==> src/rtl/mem_port_arbiter.sv <==
`default_nettype none
// ============================================================================
//  Module      : mem_port_arbiter
//  Description : Shares one single-ported unified memory between the IF
//                stage (fetch) and the MEM stage (load/store). MEM wins a
//                tie. A watchdog aborts any access that is never acked.
//  Revision    : 1.0 - initial release
// ============================================================================
module mem_port_arbiter #(
    parameter int ADDR_W  = 32,
    parameter int DATA_W  = 32,
    parameter int TIMEOUT = 16
) (
    input  logic              CLK,
    input  logic              RST,
    // Instruction-fetch port
    input  logic              if_req,
    input  logic [ADDR_W-1:0] if_addr,
    output logic [DATA_W-1:0] if_rdata,
    output logic              if_valid,
    output logic              if_stall,
    // Load/store port
    input  logic              mem_req,
    input  logic              mem_we,
    input  logic [ADDR_W-1:0] mem_addr,
    input  logic [DATA_W-1:0] mem_wdata,
    output logic [DATA_W-1:0] mem_rdata,
    output logic              mem_valid,
    output logic              mem_stall,
    // Memory side
    output logic              ram_req,
    output logic              ram_we,
    output logic [ADDR_W-1:0] ram_addr,
    output logic [DATA_W-1:0] ram_wdata,
    input  logic [DATA_W-1:0] ram_rdata,
    input  logic              ram_ack,
    // Status
    output logic              timeout_err
);

    // Watchdog counter only needs to reach TIMEOUT-1
    localparam int                 c_CNT_W    = $clog2(TIMEOUT);
    localparam logic [c_CNT_W-1:0] c_CNT_LAST = c_CNT_W'(TIMEOUT - 1);
    localparam logic [c_CNT_W-1:0] c_CNT_ONE  = c_CNT_W'(1);

    typedef enum logic [1:0] {
        S_IDLE     = 2'd0,
        S_BUSY_IF  = 2'd1,
        S_BUSY_MEM = 2'd2,
        S_DONE     = 2'd3
    } state_t;

    state_t              r_state;
    logic [c_CNT_W-1:0]  r_cnt;
    logic                r_ram_req;
    logic                r_ram_we;
    logic [ADDR_W-1:0]   r_ram_addr;
    logic [DATA_W-1:0]   r_ram_wdata;
    logic [DATA_W-1:0]   r_if_rdata;
    logic [DATA_W-1:0]   r_mem_rdata;
    logic                r_if_valid;
    logic                r_mem_valid;
    logic                r_timeout_err;
    logic                w_finish;

    // An access ends either on ack or when the watchdog expires; ack wins a tie
    assign w_finish = ram_ack || (r_cnt == c_CNT_LAST);

    // Arbitration FSM, memory handshake, read-data capture and watchdog
    always_ff @(posedge CLK) begin
        if (RST) begin
            r_state       <= S_IDLE;
            r_cnt         <= '0;
            r_ram_req     <= 1'b0;
            r_ram_we      <= 1'b0;
            r_ram_addr    <= '0;
            r_ram_wdata   <= '0;
            r_if_rdata    <= '0;
            r_mem_rdata   <= '0;
            r_if_valid    <= 1'b0;
            r_mem_valid   <= 1'b0;
            r_timeout_err <= 1'b0;
        end else begin
            r_if_valid  <= 1'b0;
            r_mem_valid <= 1'b0;
            case (r_state)
                S_IDLE: begin
                    r_cnt <= '0;
                    // MEM holds the older instruction, so it is served first
                    if (mem_req) begin
                        r_ram_req   <= 1'b1;
                        r_ram_we    <= mem_we;
                        r_ram_addr  <= mem_addr;
                        r_ram_wdata <= mem_wdata;
                        r_state     <= S_BUSY_MEM;
                    end else if (if_req) begin
                        r_ram_req  <= 1'b1;
                        r_ram_we   <= 1'b0;
                        r_ram_addr <= if_addr;
                        r_state    <= S_BUSY_IF;
                    end
                end
                S_BUSY_IF, S_BUSY_MEM: begin
                    if (w_finish) begin
                        r_ram_req <= 1'b0;
                        r_state   <= S_DONE;
                        if (!ram_ack) begin
                            r_timeout_err <= 1'b1;
                        end
                        if (r_state == S_BUSY_IF) begin
                            r_if_valid <= 1'b1;
                            r_if_rdata <= ram_ack ? ram_rdata : '0;
                        end else begin
                            r_mem_valid <= 1'b1;
                            // Stores keep the last load data unless aborted
                            if (!ram_ack) begin
                                r_mem_rdata <= '0;
                            end else if (!r_ram_we) begin
                                r_mem_rdata <= ram_rdata;
                            end
                        end
                    end else begin
                        r_cnt <= r_cnt + c_CNT_ONE;
                    end
                end
                S_DONE: begin
                    // Requesters still hold the finished request this cycle
                    r_state <= S_IDLE;
                end
                default: begin
                    r_state <= S_IDLE;
                end
            endcase
        end
    end

    assign ram_req     = r_ram_req;
    assign ram_we      = r_ram_we;
    assign ram_addr    = r_ram_addr;
    assign ram_wdata   = r_ram_wdata;
    assign if_rdata    = r_if_rdata;
    assign mem_rdata   = r_mem_rdata;
    assign if_valid    = r_if_valid;
    assign mem_valid   = r_mem_valid;
    assign timeout_err = r_timeout_err;

    // A stage is stalled from its request up to, not including, its valid
    assign if_stall  = if_req  & ~r_if_valid;
    assign mem_stall = mem_req & ~r_mem_valid;

endmodule
`default_nettype wire

==> config.mk <==
export PLATFORM = sky130hd
export DESIGN_NAME = mem_port_arbiter
export DESIGN_NICKNAME = d
export VERILOG_FILES = /design/src/rtl/mem_port_arbiter.sv
export SDC_FILE = /design/constraint.sdc
export NUM_CORES = 1
export LEC_CHECK = 0
export ABC_CLOCK_PERIOD_IN_PS = 2000
export CAP_MARGIN = 5
export CELL_PAD_IN_SITES_DETAIL_PLACEMENT = 0
export CELL_PAD_IN_SITES_GLOBAL_PLACEMENT = 1
export CORE_MARGIN = 10
export CORE_UTILIZATION = 45
export CTS_CLUSTER_SIZE = 8
export DETAILED_ROUTE_END_ITERATION = 8
export DONT_BUFFER_PORTS = 1
export MAX_ROUTING_LAYER = met4
export PLACE_DENSITY = 0.89
export SLEW_MARGIN = 20
export SYNTH_ARGS = -nofsm -noshare
export SYNTH_HDL_FRONTEND = slang
export SYNTH_SLANG_ARGS = --single-unit
export TNS_END_PERCENT = 5
==> constraint.sdc <==
create_clock -name CLK -period 2 [get_ports CLK]
set_input_delay 0.2 -clock CLK [delete_from_list [all_inputs] [get_ports CLK]]
set_output_delay 0.2 -clock CLK [all_outputs]
set_load 0.01 [all_outputs]
==> impl_metrics.env <==
export IMPL_r2r_cells=7
export IMPL_cap_violations=0
export IMPL_wl_mm=17.0
export IMPL_fill_cells=984
export IMPL_synth_edf_count=0
export IMPL_vias_per_cell=5.73
export IMPL_fin_crit_ns=1.88
export IMPL_p_int_mw=6.25
export IMPL_ctsLongestPathBuffers=2
export IMPL_crit_chain="inv_1, ha_2, and2_4, buf_12, nand2_1, a21oi_1, dlygate4sd3_1"
export IMPL_hold_viol=0
export IMPL_outcome="finished clean"
export IMPL_syn_inst=571
export IMPL_antenna_found_initial=0
export IMPL_wire_per_inst_um=21.2
export IMPL_ys_seq_area_share_pct=49.9
export IMPL_ant_nets=0
export IMPL_hp_class="in2reg"
export IMPL_dr_total_vias=4604
export IMPL_async_reset_ff_share_pct=0
export IMPL_core_area_sq_mm=0.0121
export IMPL_yosysUniqueCellTypes=39
export IMPL_power_density_mw_per_mm2=1330
export IMPL_grt_overflow=0
export IMPL_ys_flop_type="dfxtp_1"
export IMPL_layout_nets=762
export IMPL_fp_dieArea_sq_mm=0.0172
export IMPL_numCtsBuffers=17
export IMPL_end_kind="flip-flop"
export IMPL_die_x_um=131
export IMPL_setup_viol=0
export IMPL_slew_headroom_pct=76.5
export IMPL_skew_ns=0.00724
export IMPL_cts_sinks=139
export IMPL_critPathMaxFanout=33
export IMPL_tns_ns=0
export IMPL_synth_nets=708
export IMPL_p_clk_share_pct=32.1
export IMPL_clk_latency_ns=0.42
export IMPL_core_rowCount=40
export IMPL_rsz0062_at_grt="no"
export IMPL_first_pass_iters=4
export IMPL_worstPathRequired_ns=2.35
export IMPL_yosysWarnings=0
export IMPL_worst_ep_arrival_time_ns=2.23
export IMPL_synth_seq_cells=139
export IMPL_grt_max_degree=113
export IMPL_gp_congestion=0.782
export IMPL_htree_num_levels=4
export IMPL_crit_type="reg2reg"
export IMPL_die_height_um=131
export IMPL_diodes=0
export IMPL_io_pins=269
export IMPL_crit_slowest_cell="dlygate4sd3_1"
export IMPL_areaGrowthSynthToFinish_pct=26.0
export IMPL_drv_slew=0
export IMPL_gr_usage_all_layers_pct=18.9
export IMPL_seqPwrFrac_pct=44.3
export IMPL_port_buffer_count=0
export IMPL_cts_tree="yes"
export IMPL_p_sw_share_pct=33.2
export IMPL_grt_pass1_vias=4501
export IMPL_grt_pass1_wl_mm=25.9
export IMPL_timing_final_crit_share_pct=94.0
export IMPL_dp_hpwl_mm=11.5
export IMPL_clock_root_buffer="clkbuf_16"
export IMPL_worst_slew_pin_slew_ns=0.352
export IMPL_synth_avg_cell_area_sq_um=9.76
export IMPL_hold_depth=2
export IMPL_first_iter_violations=198
export IMPL_p_switching_mw=3.11
export IMPL_place_area_sq_mm=0.00566
export IMPL_fin_area_sq_mm=0.00703
export IMPL_fmax_mhz=532
export IMPL_drc=0
export IMPL_crit_path_start_kind="flip-flop"
export IMPL_comb_power_share_pct=23.5
export IMPL_cpPeakStageDelay_ns=0.58
export IMPL_leakage_nw=2.65
export IMPL_syn_area_sq_mm=0.00558
export IMPL_ir_drop_v=0.000840
export IMPL_drive_above_1_share_pct=12.9
export IMPL_clk_pin_slew_ns=0.06
export IMPL_hold_worst_slack_ns=0.0151
export IMPL_start_util_pct=46.2
worst paths after layout:
path               from      endpoint  slack, ns
max          r_state[1]  ram_wdata[1]       0.12
max reg2reg  r_state[1]  ram_wdata[1]       0.12
min              if_req       ram_req       0.02
min reg2reg  r_state[1]    r_state[1]       0.53
cell usage in the layout, fill, tap and decap left out, types with 2 or more instances in the layout:
cell,count
nor2b_1,2
o211ai_1,2
buf_12,5
mux2i_1,33
inv_1,4
a211oi_1,32
a311oi_1,4
dlygate4sd3_1,75
clkinv_2,4
nor2_1,38
bufinv_16,2
clkbuf_8,2
clkbuf_1,3
dfxtp_1,139
buf_4,6
nand2_1,99
clkinvlp_4,2
a311oi_2,28
clkbuf_16,17
ha_2,2
nand3_1,4
o32ai_1,2
nand2b_1,6
a21oi_1,70
a22o_1,32
power by group through the flow:
stage,clock (mW),combinational (mW),sequential (mW)
after floorplan,0,1.61,4.00
after global placement,0,1.78,4.21
final,3.01,2.20,4.15
after CTS,3.06,2.02,4.17
after global routing,3.19,2.45,4.23
after detailed placement,0,1.85,4.22
synth_stat cells, types with 4 or more instances:
| library cell | n | area (sq um) |
|---|---|---|
| a22o_1 | 32 | 280 |
| a311oi_2 | 28 | 420 |
| dfxtp_1 | 139 | 2780 |
| nand2_1 | 99 | 372 |
| a21oi_1 | 70 | 350 |
| nand2b_1 | 6 | 37.5 |
| buf_4 | 4 | 30.0 |
| inv_1 | 4 | 15.0 |
| buf_6 | 5 | 56.3 |
| buf_2 | 24 | 120 |
| a311oi_1 | 4 | 35.0 |
| mux2i_1 | 33 | 330 |
| nor2_1 | 38 | 143 |
| a211oi_1 | 32 | 240 |
| clkbuf_1 | 19 | 71.3 |
| nand3_1 | 4 | 20.0 |
logic make-up after synthesis:
group	share of synthesized area, %
compound gates	25.8
fa+ha+maj	0.673
buf+inv	5.32
flops	49.9
mux	6.19
simple gates	12.1
per-stage QoR:
stage / total power [mW] / util (%) / instances / setup WS (ns)
6_report: 9.36 / 58.2 / 804 / 0.119
2_1_floorplan: 5.61 / - / 571 / 0.371
3_3_place_gp: 5.99 / 46.9 / 698 / 0.337
3_5_place_dp: 6.07 / 46.9 / 698 / 0.249
5_1_grt: 9.86 / 58.2 / 804 / 0.0130
4_1_cts: 9.24 / 56.0 / 781 / 0.0189
registers in the layout (all words and copies together), names as in the netlist:
name	flops
if_rdata	32
mem_rdata	32
ram_addr	32
ram_wdata	32
r_cnt	4
r_state	2
if_valid	1
mem_valid	1
ram_req	1
ram_we	1
timeout_err	1
critical path: cells and delay by family, from the launching register on:
family | cells | cell delay (ns)
simple gates | 2 | 0.28
flops | 1 | 0.30
buf+inv | 3 | 0.84
fa+ha+maj | 1 | 0.26
compound gates | 1 | 0.14
layout make-up:
cell class              instances  area, sq um  share of cell area, %
multi-input cells             375         2520                   35.9
well taps                     168          210                   2.99
flip-flops and latches        139         2780                   39.6
inverters                       4         15.0                  0.214
repair buffers                 88          935                   13.3
clock buffers                  22          464                   6.61
clock inverters                 8         95.1                   1.35
per-layer routing:
layer / vias to the layer above / GRT usage [%] / share of wire [%]
li1: 2167 / - / -
met1: 2148 / 19.6 / 38
met2: 258 / 29.9 / 48
met3: 31 / 10.3 / 12
met4: 0 / 6.98 / 1.8
met5: - / - / 0
timing repair:
item,in CTS,in global routing
endpoints found under the hold margin,138,85
hold buffers,53,23
setup buffers,0,0
resized for setup,0,8
setup endpoints to repair,0,19
(Power assumes the default switching activity.)
